## src/rtl/game_sprite_motion.sv

```systemverilog
// Single-sprite motion unit: position/velocity registers, a step divider and an IDLE/RUN/OFF sequencer.
// Define GAME_SPRITE_BOUNCE_EN to make horizontal exits bounce instead of parking the sprite in OFF.
module game_sprite_motion #(
    parameter int SCREEN_W = 640,
    parameter int SCREEN_H = 480,
    parameter int SPRITE_W = 8,
    parameter int SPRITE_H = 8,
    parameter int X_W      = 10,
    parameter int Y_W      = 10,
    parameter int D_W      = 4,
    parameter int STEP_DIV = 1048576,
    parameter int START_X  = 0,
    parameter int START_Y  = 0,
    parameter int START_DX = 0,
    parameter int START_DY = 0
) (
    input  logic           clk,
    input  logic           rst,
    input  logic           sprite_write_xy,
    input  logic           sprite_write_dxy,
    input  logic           sprite_enable_update,
    input  logic [X_W-1:0] sprite_write_x,
    input  logic [Y_W-1:0] sprite_write_y,
    input  logic [D_W-1:0] sprite_write_dx,
    input  logic [D_W-1:0] sprite_write_dy,
    output logic [X_W-1:0] sprite_x,
    output logic [Y_W-1:0] sprite_y,
    output logic [D_W-1:0] sprite_dx,
    output logic [D_W-1:0] sprite_dy,
    output logic           sprite_within_screen,
    output logic           sprite_step
);
    localparam int CNT_W = $clog2(STEP_DIV);
    localparam logic [CNT_W-1:0] CNT_MAX = CNT_W'(STEP_DIV - 1);
    localparam logic [X_W:0] X_MAX = (X_W + 1)'(SCREEN_W - SPRITE_W);
    localparam logic [Y_W:0] Y_MAX = (Y_W + 1)'(SCREEN_H - SPRITE_H);
    localparam logic START_OK = (START_X >= 0) && (START_X <= SCREEN_W - SPRITE_W) &&
                                (START_Y >= 0) && (START_Y <= SCREEN_H - SPRITE_H);

    typedef enum logic [1:0] {S_IDLE, S_RUN, S_OFF} state_t;

    state_t           state_q, state_d;
    logic [CNT_W-1:0] cnt_q, cnt_d;
    logic [X_W-1:0]   x_q, x_d;
    logic [Y_W-1:0]   y_q, y_d;
    logic [D_W-1:0]   dx_q, dx_d, dy_q, dy_d;
    logic             within_q, within_d;
    logic             step_q, step_d;

    logic             tick;
    logic [X_W:0]     nx;
    logic [Y_W:0]     ny;
    logic             nx_ok, ny_ok, load_ok;

    // Two's complement sum in one extra bit; the top bit set means the result went negative.
    assign nx = {1'b0, x_q} + {{(X_W + 1 - D_W){dx_q[D_W-1]}}, dx_q};
    assign ny = {1'b0, y_q} + {{(Y_W + 1 - D_W){dy_q[D_W-1]}}, dy_q};
    assign nx_ok = !nx[X_W] && (nx <= X_MAX);
    assign ny_ok = !ny[Y_W] && (ny <= Y_MAX);
    assign load_ok = ({1'b0, sprite_write_x} <= X_MAX) && ({1'b0, sprite_write_y} <= Y_MAX);
    assign tick = (state_q == S_RUN) && sprite_enable_update && (cnt_q == CNT_MAX);

    always_comb begin
        state_d  = state_q;
        cnt_d    = '0;
        x_d      = x_q;
        y_d      = y_q;
        dx_d     = dx_q;
        dy_d     = dy_q;
        within_d = within_q;
        step_d   = 1'b0;

        case (state_q)
            S_IDLE: if (sprite_enable_update) state_d = S_RUN;
            S_RUN: begin
                if (!sprite_enable_update) state_d = S_IDLE;
                else cnt_d = tick ? '0 : cnt_q + 1'b1;
            end
            S_OFF: ;
            default: state_d = S_IDLE;
        endcase

        if (tick && !sprite_write_xy) begin
            step_d = 1'b1;
            if (nx_ok && ny_ok) begin
                x_d      = nx[X_W-1:0];
                y_d      = ny[Y_W-1:0];
                within_d = 1'b1;
            end
`ifdef GAME_SPRITE_BOUNCE_EN
            else if (ny_ok) begin
                x_d      = nx[X_W] ? '0 : X_MAX[X_W-1:0];
                y_d      = ny[Y_W-1:0];
                dx_d     = -dx_q;
                within_d = 1'b1;
            end
`endif
            else begin
                within_d = 1'b0;
                state_d  = S_OFF;
            end
        end

        // A velocity write overrides any bounce reflection computed above.
        if (sprite_write_dxy) begin
            dx_d = sprite_write_dx;
            dy_d = sprite_write_dy;
        end

        if (sprite_write_xy) begin
            x_d      = sprite_write_x;
            y_d      = sprite_write_y;
            within_d = load_ok;
            cnt_d    = '0;
            if (!load_ok) state_d = S_OFF;
            else state_d = sprite_enable_update ? S_RUN : S_IDLE;
        end
    end

    always_ff @(posedge clk) begin
        if (!rst) begin
            state_q  <= S_IDLE;
            cnt_q    <= '0;
            x_q      <= X_W'(START_X);
            y_q      <= Y_W'(START_Y);
            dx_q     <= D_W'(START_DX);
            dy_q     <= D_W'(START_DY);
            within_q <= START_OK;
            step_q   <= 1'b0;
        end else begin
            state_q  <= state_d;
            cnt_q    <= cnt_d;
            x_q      <= x_d;
            y_q      <= y_d;
            dx_q     <= dx_d;
            dy_q     <= dy_d;
            within_q <= within_d;
            step_q   <= step_d;
        end
    end

    assign sprite_x             = x_q;
    assign sprite_y             = y_q;
    assign sprite_dx            = dx_q;
    assign sprite_dy            = dy_q;
    assign sprite_within_screen = within_q;
    assign sprite_step          = step_q;
endmodule

```

## config.mk

```make
export PLATFORM = sky130hd
export DESIGN_NAME = game_sprite_motion
export DESIGN_NICKNAME = d
export VERILOG_FILES = /design/src/rtl/game_sprite_motion.sv
export SDC_FILE = /design/constraint.sdc
export NUM_CORES = 1
export LEC_CHECK = 0
export CAP_MARGIN = 20
export CELL_PAD_IN_SITES_DETAIL_PLACEMENT = 1
export CELL_PAD_IN_SITES_GLOBAL_PLACEMENT = 1
export CORE_MARGIN = 4
export CORE_UTILIZATION = 40
export CTS_CLUSTER_SIZE = 20
export DETAILED_ROUTE_END_ITERATION = 12
export GPL_TIMING_DRIVEN = 0
export PLACE_DENSITY_LB_ADDON = 0.1
export SYNTH_ARGS = -nofsm -noshare
export SYNTH_HDL_FRONTEND = slang
export SYNTH_SLANG_ARGS = --single-unit
```

## constraint.sdc

```tcl
create_clock -name clk -period 8.6 [get_ports clk]
set_input_delay 1.29 -clock clk [delete_from_list [all_inputs] [get_ports clk]]
set_output_delay 1.29 -clock clk [all_outputs]
set_load 0.05 [all_outputs]
```

; ---- Word level (Yosys, flattened, before mapping)
; Index checks and enable logic that the tools add are counted.
[totals]
regBits = 52
latchBits = 0
ram_bits = 0
romBits = 0
n_memories = 0
[op_classes]
addsub = 3
n_mul = 0
div_mod_pow = 0
n_lt_le_gt_ge = 4
n_eq_ne = 3
shift = 0
n_mux = 18
n_bitwise = 3
reduce_logical = 15
[op_table]
columns = op, count
row1 = 2-to-1 mux 10 bit, 6
row2 = adder 10 x 11 -> 11 bit, 2
row3 = adder 20 x 1 -> 20 bit (second input constant), 1
row4 = == test 20 bit (second input constant), 1
row5 = 2-to-1 mux 2 bit, 6
row6 = <= comparator 11 x 10 -> 1 bit (second input constant), 1
row7 = <= comparator 11 x 9 -> 1 bit (second input constant), 1
row8 = <= comparator 10 bit (second input constant), 1
row9 = <= comparator 10 x 9 -> 1 bit (second input constant), 1
row10 = logical AND 1 bit, 7
row11 = one-hot mux 2 bit (3 select lines), 1
row12 = 2-to-1 mux 1 bit, 5
row13 = OR reduction 5 bit, 1
row14 = nonzero test 2 bit, 2
row15 = logical NOT 1 bit, 3
row16 = inverter 1 bit, 3
row17 = == test 2 x 1 -> 1 bit (second input constant), 1
row18 = == test 2 bit (second input constant), 1
row19 = logical NOT 2 bit, 1
row20 = AND reduction 2 bit, 1

; ---- Logic depth before layout (Yosys ltp)
; Gate-level depths: netlist (run 1).
[depth]
ltp_word = 7
mapped_depth = 12

; ---- Least setup slack after synthesis (run 1)
; No wires, ideal clock.
[synth_timing]
kind = register -> register
from = register dy_q[0] (netlist: sprite_dy[0])
to = register y_q[7] (netlist: sprite_y[7])
setup_time_ns = 0.095
arrival_time_ns = 3.297
path_slack_ns = 5.207
stages_incl_launch_ff = 13
n_path_buf = 1
period_less_slack_ns = 3.393
path_cell_list = dfxtp_1 > ha_1 > inv_1 > fa_1 > nor2b_1 > o2111ai_1 > nor3b_1 > or3_2 > a221oi_4 > o211ai_4 > o21a_4 > buf_6 > a221oi_1
[synth_via]
elab_chain_len = 6
word_cells_on_any_way = 10
classes_between = add/sub: 1 / order compare: 1 / mux: 3 / reduce/logical: 5
[synth_rtl]
columns = element, line
row1 = "start, declared", 46  ; logic [D_W-1:0] dx_q, dx_d, dy_q, dy_d;
row2 = "start signal, assigned", 127  ; dy_q <= D_W'(START_DY);
row3 = "start signal, assigned", 136  ; dy_q <= dy_d;
row4 = adder 10 x 11 -> 11 bit *, 57  ; assign ny = {1'b0, y_q} + {{(Y_W + 1 - D_W){dy_q[D_W-1]}}, dy_q};
row5 = <= comparator 11 x 9 -> 1 bit / logical NOT 1 bit (equally long branches), 59  ; assign ny_ok = !ny[Y_W] && (ny <= Y_MAX);
row6 = logical AND 1 bit, 59
row7 = logical AND 1 bit, 85  ; if (nx_ok && ny_ok) begin
row8 = nonzero test 2 bit (no source line), --
row9 = AND reduction 2 bit (no source line), --
row10 = "end signal, assigned", 125  ; y_q <= Y_W'(START_Y);
row11 = "end signal, assigned", 134  ; y_q <= y_d;
row12 = "end, declared", 45  ; logic [Y_W-1:0] y_q, y_d;
; Every way passes the cells marked *; elsewhere a longest branch is shown, timed or not. The select of a mux whose other input is x is not followed.
; A chain may end at the register's enable or synchronous reset.

; ---- Final worst setup path (run 1)
[layout_timing]
from = register x_q[0] (netlist: sprite_x[0])
to = register x_q[9] (netlist: sprite_x[9])
[layout_via]
elab_chain_len = 6
word_cells_on_any_way = 10
classes_between = add/sub: 1 / order compare: 1 / mux: 3 / reduce/logical: 5
[layout_rtl]
columns = element, line
row1 = "start, declared", 44  ; logic [X_W-1:0] x_q, x_d;
row2 = "start signal, assigned", 124  ; x_q <= X_W'(START_X);
row3 = adder 10 x 11 -> 11 bit *, 56  ; assign nx = {1'b0, x_q} + {{(X_W + 1 - D_W){dx_q[D_W-1]}}, dx_q};
row4 = <= comparator 11 x 10 -> 1 bit / logical NOT 1 bit (equally long branches), 58  ; assign nx_ok = !nx[X_W] && (nx <= X_MAX);
row5 = logical AND 1 bit, 58
row6 = logical AND 1 bit, 85
row7 = nonzero test 2 bit (no source line), --
row8 = AND reduction 2 bit (no source line), --
; Marked as above.

==> flow_metrics.tcl, run 1 <==
set metrics [dict create \
    ir_worst_vdd_mv 0.0722 \
    ys_top_cells_by_area "dfxtp_1 32%, ha_1 8.2%, xor2_1 5.4%, o21ai_0 4.5%, nor2_1 4.4%" \
    period_share_pct 40.2 \
    wl_per_cell_um 16.8 \
    slew_viol_final 0 \
    run_status "finished, final reports clean" \
    hold_path_class "register to register" \
    clkTransAtPathRegs_ns 0.09 \
    avgSynthCellArea_um2 8.58 \
    grt_pass1_vias 3100 \
    grt_max_degree 16 \
    crit_type "register to register" \
    min_to "cnt_q[0]" \
    synth_top_area_share_pct 32.3 \
    leakage_nw 1.59 \
    rsz0062_at_grt "no" \
    grt_pass1_wl_um 15200 \
    yosys.area.top_type "dfxtp_1" \
    fmax_mhz 290 \
    grt_overflow 0 \
    setup_viol 0 \
    clock-sinks 52 \
    antenna_left 0 \
    dr.pass1.iters 4 \
    crit_required_ns 8.77 \
    synthArstFlopShare_pct 0 \
    slew_headroom_pct 51.2 \
    die_area_mm2 0.00954 \
    rows 32 \
    netlist_area_mm2 0.00322 \
    crit_fanout 10 \
    register_area_mm2 0.00104 \
    coreArea_mm2 0.00777 \
    hold_buffers 0 \
    die_height_um 97.7 \
    timing.final.ws_setup_ns 5.15 \
    rr_startpoint "sprite_x[0]" \
    start_util_pct 41.4 \
    yosysWarnings 0 \
    min_from "cnt_q[0]" \
    numPortBuffers 59 \
    layout_min_cycle_time_ns 3.45 \
    drtIter0Drc 72 \
    hold_viol 0 \
    ys_top_cells_by_count "52 x dfxtp_1, 38 x nor2_1, 29 x inv_1, 29 x o21ai_0, 25 x nand2_1" \
    drc_errors 0 \
    tns_ns 0 \
    cts_resized 0 \
    synth_seq_area_share_pct 32.3 \
    cts_setup_buffers 0 \
    synth_nets 431 \
    critPathLaunchType "register" \
    r2r_cells 11 \
    synth-edff-count 0 \
    reg2reg_slack_ns 5.15 \
    arrival_ns 3.62 \
    hpwl_um 7190 \
    cap_violations 0 \
    clockBufferDepth 2 \
    nNetsFinal 497 \
    place_worst_setup_slack_ns 5.17 \
    grt_antenna_before_repair 0 \
    fin_worst_skew_ns 0.00621 \
    hold_depth 1 \
    cellPowerDensity_mw_per_mm2 153 \
    grtUsageTotal_pct 19.3 \
    cts_tree "built" \
    io-pin-count 63 \
    avgViaCountPerCell 5.41 \
    layout-drive-gt1-share_pct 5.22 \
    synth_cells 375 \
    cts_made_buffers 5 \
    n_fill_cell 945 \
    gp_congestion 0.821 \
    die-width_um 97.7 \
    drt_wl_total_um 9100 \
    r2r_end "sprite_x[9]" \
    yosysMostFrequentCell "dfxtp_1" \
    vias 2936 \
    ys_types 55 \
    cts-root-buf "clkbuf_8" \
    ys.flop_type "dfxtp_1" \
    tightest_slew_ns 0.714 \
    cp-end-kind "register" \
    clock_latency_ns 0.31 \
    antennaDiodeCount 0 \
    area_growth_pct 26.3 \
    multi_input_area_mm2 0.00200 \
    cts-htree-levels 2 \
    synth-seq-cells 52 \
]
## logic make-up (layout without fill, tap and decap cells)
kind of cell | count (synthesis) | after routing | share of synthesized area [%]
compound gates | 91 | 91 | 21.0
xor+xnor | 35 | 35 | 9.53
fa+ha+maj | 23 | 23 | 9.41
buf+inv | 42 | 108 | 5.60
flops | 52 | 52 | 32.3
mux | 12 | 12 | 3.73
simple gates | 120 | 120 | 18.4
## through the flow
step	hold slack [ns]	total power, mW	std cells	util (%)	cell area (µm²)
2_1_floorplan	0.418	0.373	375	-	3220
3_3_place_gp	0.431	0.426	536	50.7	3940
3_5_place_dp	0.446	0.430	536	50.7	3940
4_1_cts	0.460	0.628	543	52.3	4070
5_1_grt	0.491	0.650	543	52.3	4070
6_report	0.458	0.622	543	52.3	4070
## sequential cells by signal, summed over array words and instances, names as in the netlist
| signal | count |
|---|---|
| sprite_within_screen | 1 |
| sprite_dy | 4 |
| cnt_q | 20 |
| sprite_y | 10 |
| state_q | 2 |
| sprite_x | 10 |
| sprite_step | 1 |
| sprite_dx | 4 |
## layout by cell type (no fill, tap or decap), types with 6 or more instances in the layout
cell type and n:
clkdlybuf4s50_1 59, dfxtp_1 52, nor2_1 38, inv_1 29, o21ai_0 29, nand2_1 25
ha_1 21, xor2_1 20, xnor2_1 15, a221oi_1 14, nand3_1 13, a21oi_1 12
mux2i_1 12, clkbuf_1 9, nor2b_1 9, a21o_1 7, and3_1 6
## worst max path at each step
| stage | startpoint | endpoint | slack (ns) |
|---|---|---|---|
| 6_report | sprite_x[0] | sprite_x[9] | 5.15 |
| 5_1_grt | sprite_x[0] | sprite_y[6] | 4.95 |
| 3_3_place_gp | sprite_x[0] | sprite_x[4] | 5.24 |
| 2_1_floorplan | sprite_dy[0] | sprite_y[7] | 5.21 |
| 4_1_cts | sprite_x[0] | sprite_x[9] | 5.13 |
| 3_5_place_dp | sprite_x[0] | sprite_x[9] | 5.17 |
## power by group
part	leakage, nW	internal, mW	switching [mW]
clock	0.0642	0.115	0.0827
combinational	1.10	0.0665	0.0977
sequential	0.426	0.251	0.0102
total	1.59	0.432	0.191
## critical path, stage by stage (launching register included)
cell and delay, ns:
dfxtp_1 0.38, ha_1 0.21, inv_1 0.06, fa_1 0.40, nand2b_1 0.19, a211o_1 0.31, a22o_1 0.25, xnor2_1 0.14
a311oi_1 0.54, o211ai_4 0.20, nor2_2 0.46, a221oi_1 0.18
## metal layers
metal | vias to the layer above | part of all wire (%) | track usage, %
li1 | 1465 | - | -
met1 | 1422 | 44 | 23.3
met2 | 37 | 52 | 35.3
met3 | 12 | 2.4 | 2.58
met4 | 0 | 2.1 | 5.86
met5 | - | 0 | 0
## area by class of cell
class,count,share of cell area (%)
Sequential cell,52,25.6
Multi-Input combinational cell,281,49.1
Tap cell,102,3.14
Clock buffer,5,1.69
Clock inverter,2,1.48
Timing Repair Buffer,59,14.5
Inverter,29,2.68
Buffer,13,1.75
(Power assumes the default switching activity.)
==> inputs of run 2 (changes only) <==
CORE_UTILIZATION = 35   (was 40)
clock period = 2.99 ns   (was 8.6 ns; I/O delays follow)
==> run 2 against run 1 <==
  * Count of clock-buffer cells in the layout unchanged
  * Maximum frequency increased by 14%
  * Critical path depth increased by 1
  * The flow now finishes with violations (negative setup slack)
  * Highest routed layer unchanged
  * Sequential power increased to 2.9 times the previous value
  * Global-route usage shrank 1.8 points
  * Core utilization fell by 2.0 points
  * Clock skew down 0.0026 ns
  * Non-clock buffer count increased by 17
  * Flip-flop and latch count unchanged
  * Setup slack lost 5.2 ns
  * Clock power is 97% higher
  * Cell area increased by 9.6%
==> flow_metrics.tcl, run 2 (same netlist as run 1, synthesis figures left out) <==
set metrics [dict create \
    run_status "complete, but fails checks" \
    violations "negative setup slack" \
    final_common_cell "clkdlybuf4s50_1" \
    cap_violations 0 \
    cts-root-buf "clkbuf_8" \
    leakage_nw 1.73 \
    antenna_left 0 \
    grt_pass1_vias 3158 \
    grt_overflow 0 \
    rsz0062_at_grt "yes" \
    grtUsageTotal_pct 17.5 \
    nNetsFinal 514 \
    setup_viol 4 \
    grt_max_degree 16 \
    tightest_slew_ns 0.691 \
    clockBufferDepth 2 \
    hold_path_class "register to register" \
    layout-drive-gt1-share_pct 18.3 \
    min_from "cnt_q[0]" \
    die-width_um 104 \
    grt_pass1_wl_um 15600 \
    dr.pass1.iters 4 \
    critPathLaunchType "register" \
    avgViaCountPerCell 5.26 \
    drtIter0Drc 62 \
    wl_per_cell_um 16.9 \
    cp-end-kind "register" \
    coreArea_mm2 0.00885 \
    slew_headroom_pct 52.8 \
    hold_viol 0 \
    numPortBuffers 59 \
    io-pin-count 63 \
    top_register "cnt_q" \
    layout_min_cycle_time_ns 3.04 \
    clock_latency_ns 0.30 \
    cts_made_buffers 5 \
    vias 2979 \
    pwr-share-clk_pct 23.0 \
    timing.final.ws_setup_ns -0.0521 \
    slew_viol_final 0 \
    startpoint "sprite_y[0]" \
    drt_wl_total_um 9560 \
    drc_errors 0 \
    fin_worst_skew_ns 0.00357 \
    combPwrFrac_pct 32.5 \
    die_height_um 104 \
    rows 34 \
    crit_fanout 10 \
    crit_required_ns 3.20 \
    hpwl_um 7270 \
    cellPowerDensity_mw_per_mm2 380 \
    start_util_pct 36.4 \
    place_worst_setup_slack_ns -0.169 \
    layout_common_cells "59 x clkdlybuf4s50_1, 38 x nor2_1, 38 x dfxtp_1" \
    antennaDiodeCount 0 \
    arrival_ns 3.25 \
    cts-htree-levels 2 \
    area_growth_pct 38.5 \
    die_area_mm2 0.0108 \
    cts_tree "built" \
    fin_util_pct 50.4 \
    cellInternalPower_mw 1.12 \
    power.switching_mw 0.575 \
    crit_type "register to register" \
    gp_congestion 0.778 \
    p_seq_share_pct 44.5 \
    largest_reg_flops 20 \
    period_share_pct 102 \
    clkTransAtPathRegs_ns 0.09 \
    grt_antenna_before_repair 0 \
    ir_worst_vdd_mv 0.228 \
    whs_ns 0.469 \
    p_sw_share_pct 34.0 \
    rr_startpoint "sprite_y[0]" \
    fmax_mhz 329 \
    finalPower_mw 1.69 \
    clock-sinks 52 \
]
[run 2: changes by cell type in the layout (fill, tap and decap cells not counted), moves of 3 or more]
cell	before	now
dfxtp_1	52	38
buf_4	0	15
o21ai_1	0	3
a221oi_2	0	13
a221oi_1	14	1
o21ai_0	29	26
dfxtp_2	0	7
ha_1	21	16
dfxtp_4	0	7
ha_4	0	5
[run 2: cell type report]
| type | count | area (µm²) |
|---|---|---|
| timing repair buffer | 76 | 751 |
| clock inverter | 2 | 12.5 |
| fill | 1054 | 4390 |
| buffer | 13 | 83.8 |
| tap | 108 | 135 |
| clock buffer | 5 | 68.8 |
| multi-input combinational | 281 | 2220 |
| inverter | 29 | 109 |
| sequential | 52 | 1080 |
[run 2: final timing paths]
path | to | slack (ns) | cells past startpoint
max | sprite_x[9] | -0.05 | 12
max reg2reg | sprite_x[9] | -0.05 | 12
min | cnt_q[0] | 0.47 | 1
min reg2reg | cnt_q[0] | 0.47 | 1
[run 2: power by group through the flow]
stage	Sequential [mW]	Combinational (mW)	Clock [mW]
global placement	0.768	0.471	0
floorplan	0.852	0.227	0
detailed placement	0.768	0.477	0
global route	0.759	0.590	0.446
CTS	0.754	0.534	0.414
finish	0.753	0.551	0.389
[run 2: through the flow]
step | setup TNS, ns | area [µm²] | instances
6_report | -0.0656 | 4460 | 566
5_1_grt | -1.99 | 4460 | 566
4_1_cts | -0.0313 | 4350 | 561
3_5_place_dp | -2.61 | 4010 | 542
3_3_place_gp | -2.31 | 4010 | 542
2_1_floorplan | 0 | 3280 | 375
[run 2: worst max-delay path: stages (launching register included)]
cell and delay, ns:
dfxtp_4 0.37, ha_4 0.13, inv_2 0.04, fa_2 0.39, nor2b_4 0.15, o2111ai_2 0.15
nor3b_4 0.19, or3_4 0.40, a221oi_4 0.33, o211ai_4 0.13, o21a_4 0.26, buf_12 0.16
a221oi_2 0.24
[run 2: per-layer routing]
| metal | global-route usage (%) | part of all wire (%) | vias up | wire [µm] |
|---|---|---|---|---|
| li1 | - | - | 1508 | - |
| met1 | 21.1 | 44 | 1431 | 4210 |
| met2 | 32.2 | 52 | 33 | 5010 |
| met3 | 3.29 | 2.6 | 7 | 248 |
| met4 | 3.61 | 0.92 | 0 | 88 |
| met5 | 0 | 0 | - | 0 |
[run 2: what timing repair did]
| item | CTS | global route |
|---|---|---|
| endpoints found under the setup margin | 20 | 22 |
| cloned | 1 | 0 |
| hold buffers | 0 | 0 |
| pin swaps | 11 | 15 |
| gates resized for setup | 24 | 13 |
| setup buffers | 11 | 5 |
==> inputs of run 3 (changes only) <==
ABC_AREA = 1   (was unset)
CORE_UTILIZATION = 33   (was 35)
==> run 3 against run 2 <==
  * The run now ends clean
  * Power grew 20%
  * Maximum frequency rose by 13%
  * Cell count is 47% higher
  * Sequential power barely moved
  * Clock skew is 0.0024 ns higher
  * Critical path type unchanged
  * Largest cell class unchanged
==> flow_metrics.tcl, run 3 <==
set metrics [dict create \
    io-pin-count 63 \
    top_register "cnt_q" \
    cts-htree-levels 2 \
    layout_common_cells "191 x nand2_1, 112 x nor2_1, 91 x inv_1" \
    hpwl_um 9540 \
    synth_top_area_share_pct 27.8 \
    nNetsFinal 746 \
    p_sw_share_pct 34.4 \
    cellInternalPower_mw 1.33 \
    avgViaCountPerCell 4.77 \
    ys_types 32 \
    ys_top_cells_by_area "dfxtp_1 28%, nand2_1 19%, nor2_1 11%, inv_1 9.1%, ha_1 7.0%" \
    critPathLaunchType "register" \
    hold_path_class "register to register" \
    hold_viol 0 \
    cp-end-kind "register" \
    cts-root-buf "clkbuf_16" \
    drt_wl_total_um 11900 \
    tns_ns 0 \
    layout-drive-gt1-share_pct 5.64 \
    die_area_mm2 0.0131 \
    wl_per_cell_um 14.3 \
    clkTransAtPathRegs_ns 0.07 \
    synth_cells 618 \
    vias 3961 \
    clock_latency_ns 0.30 \
    clock-sinks 52 \
    yosysWarnings 0 \
    area_growth_pct 26.9 \
    die-width_um 114 \
    cts_tree "built" \
    hold_buffers 0 \
    yosysMostFrequentCell "nand2_1" \
    grt_antenna_before_repair 0 \
    fin_worst_skew_ns 0.00597 \
    p_seq_share_pct 37.3 \
    gp_congestion 0.835 \
    combPwrFrac_pct 28.6 \
    synthArstFlopShare_pct 0 \
    leakage_nw 2.30 \
    dp_cells 819 \
    arrival_ns 2.90 \
    grt_pass1_wl_um 19900 \
    cellPowerDensity_mw_per_mm2 427 \
    crit_type "register to register" \
    ir_worst_vdd_mv 0.250 \
    start_util_pct 34.0 \
    dr.pass1.iters 4 \
    setup_viol 0 \
    synth_seq_area_share_pct 27.8 \
    coreArea_mm2 0.0110 \
    synth-seq-cells 52 \
    antennaDiodeCount 0 \
    final_common_cell "nand2_1" \
    slew_viol_final 0 \
    drtIter0Drc 98 \
    slew_headroom_pct 56.1 \
    synth_nets 674 \
    crit_required_ns 3.19 \
    grt_pass1_vias 4136 \
    netlist_area_mm2 0.00374 \
    rsz0062_at_grt "no" \
    layout_min_cycle_time_ns 2.69 \
    yosys.area.top_type "dfxtp_1" \
    clockBufferDepth 2 \
    synth-edff-count 0 \
    tightest_slew_ns 0.659 \
    layout.cells.non_filler 831 \
    power.switching_mw 0.696 \
    die_height_um 114 \
    run_status "finished, final reports clean" \
    fmax_mhz 371 \
    cts_made_buffers 5 \
    pwr-share-clk_pct 34.1 \
    period_share_pct 90.1 \
    avgSynthCellArea_um2 6.05 \
    drc_errors 0 \
    grt_max_degree 17 \
    antenna_left 0 \
    largest_reg_flops 20 \
    grt_overflow 0 \
    rows 38 \
    ys.flop_type "dfxtp_1" \
    cap_violations 0 \
    grtUsageTotal_pct 19.0 \
    numPortBuffers 61 \
    ys_top_cells_by_count "193 x nand2_1, 112 x nor2_1, 91 x inv_1, 52 x dfxtp_1, 36 x nand3_1" \
    crit_fanout 10 \
]
[run 3: cell types whose count changed after synthesis, sizes merged, moves of 12 or more]
| cell | previous run | this run |
|---|---|---|
| nand3 | 13 | 38 |
| xor2 | 20 | 7 |
| nor2 | 39 | 119 |
| inv | 29 | 95 |
| mux2i | 12 | 0 |
| a221oi | 15 | 0 |
| nand2 | 25 | 194 |
| a21oi | 12 | 24 |
[run 3: layer usage]
layer  up-vias  global-route usage, %  wire, µm
li1       2056                      -         -
met1      1840                   25.0      5860
met2        54                   32.2      5480
met3        11                   3.65       384
met4         0                   4.51       134
met5         -                      0         0
[run 3: power groups by stage]
| stage | registers [mW] | clock network [mW] | logic, mW |
|---|---|---|---|
| 2_1_floorplan | 0.863 | 0 | 0.283 |
| 3_3_place_gp | 0.772 | 0 | 0.565 |
| 3_5_place_dp | 0.772 | 0 | 0.574 |
| 4_1_cts | 0.757 | 0.713 | 0.577 |
| 5_1_grt | 0.762 | 0.739 | 0.651 |
| 6_report | 0.756 | 0.691 | 0.579 |
[run 3: area by class of cell]
| cell class | count | area (µm²) |
|---|---|---|
| Inverter | 96 | 360 |
| Clock buffer | 6 | 129 |
| Sequential cell | 52 | 1040 |
| Fill cell | 1487 | 6240 |
| Timing Repair Buffer | 65 | 641 |
| Multi-Input combinational cell | 459 | 2300 |
| Buffer | 11 | 58.8 |
| Tap cell | 140 | 175 |
| Clock inverter | 2 | 38.8 |
[run 3: worst max-delay path, stage by stage (launching register included)]
cell	delay, ns
dfxtp_1	0.36
ha_2	0.22
inv_1	0.05
fa_1	0.39
inv_1	0.10
nand2_1	0.08
nand2_1	0.12
nand3_1	0.13
nand3_1	0.10
nand2_1	0.07
nor2_1	0.13
nand2_1	0.09
nand2_2	0.10
nand3_2	0.13
nor2_4	0.15
buf_6	0.18
nand2_1	0.06
nand2_1	0.07
nor2_1	0.04
[run 3: per-stage QoR]
step	hold WS (ns)	utilization, %	cell area (µm²)	total power, mW	worst slack, ns
CTS	0.456	42.7	4690	2.05	0.0621
global placement	0.428	41.2	4520	1.34	0.0752
global route	0.492	43.2	4750	2.15	0.0101
finish	0.455	43.2	4750	2.03	0.296
floorplan	0.417	-	3740	1.15	0.315
detailed placement	0.441	41.2	4520	1.35	0.0920
[run 3: repair_timing]
action | 4_1_cts | 5_1_grt
setup buffers | 0 | 4
gates resized for setup | 0 | 7
setup endpoints to repair | 0 | 18
[run 3: kinds of logic (layout without fill, tap and decap cells)]
family / after synthesis / in the layout / synth area share, %
xor+xnor: 11 / 11 / 2.58
fa+ha+maj: 23 / 23 / 8.10
simple gates: 380 / 380 / 44.1
buf+inv: 107 / 180 / 11.2
flops: 52 / 52 / 27.8
compound gates: 45 / 45 / 6.12
[run 3: final timing paths]
kind               start           to  slack, ns  cells past startpoint
max          sprite_x[0]  sprite_x[2]       0.30                     18
min             cnt_q[0]     cnt_q[0]       0.45                      1
max reg2reg  sprite_x[0]  sprite_x[2]       0.30                     18
min reg2reg     cnt_q[0]     cnt_q[0]       0.45                      1
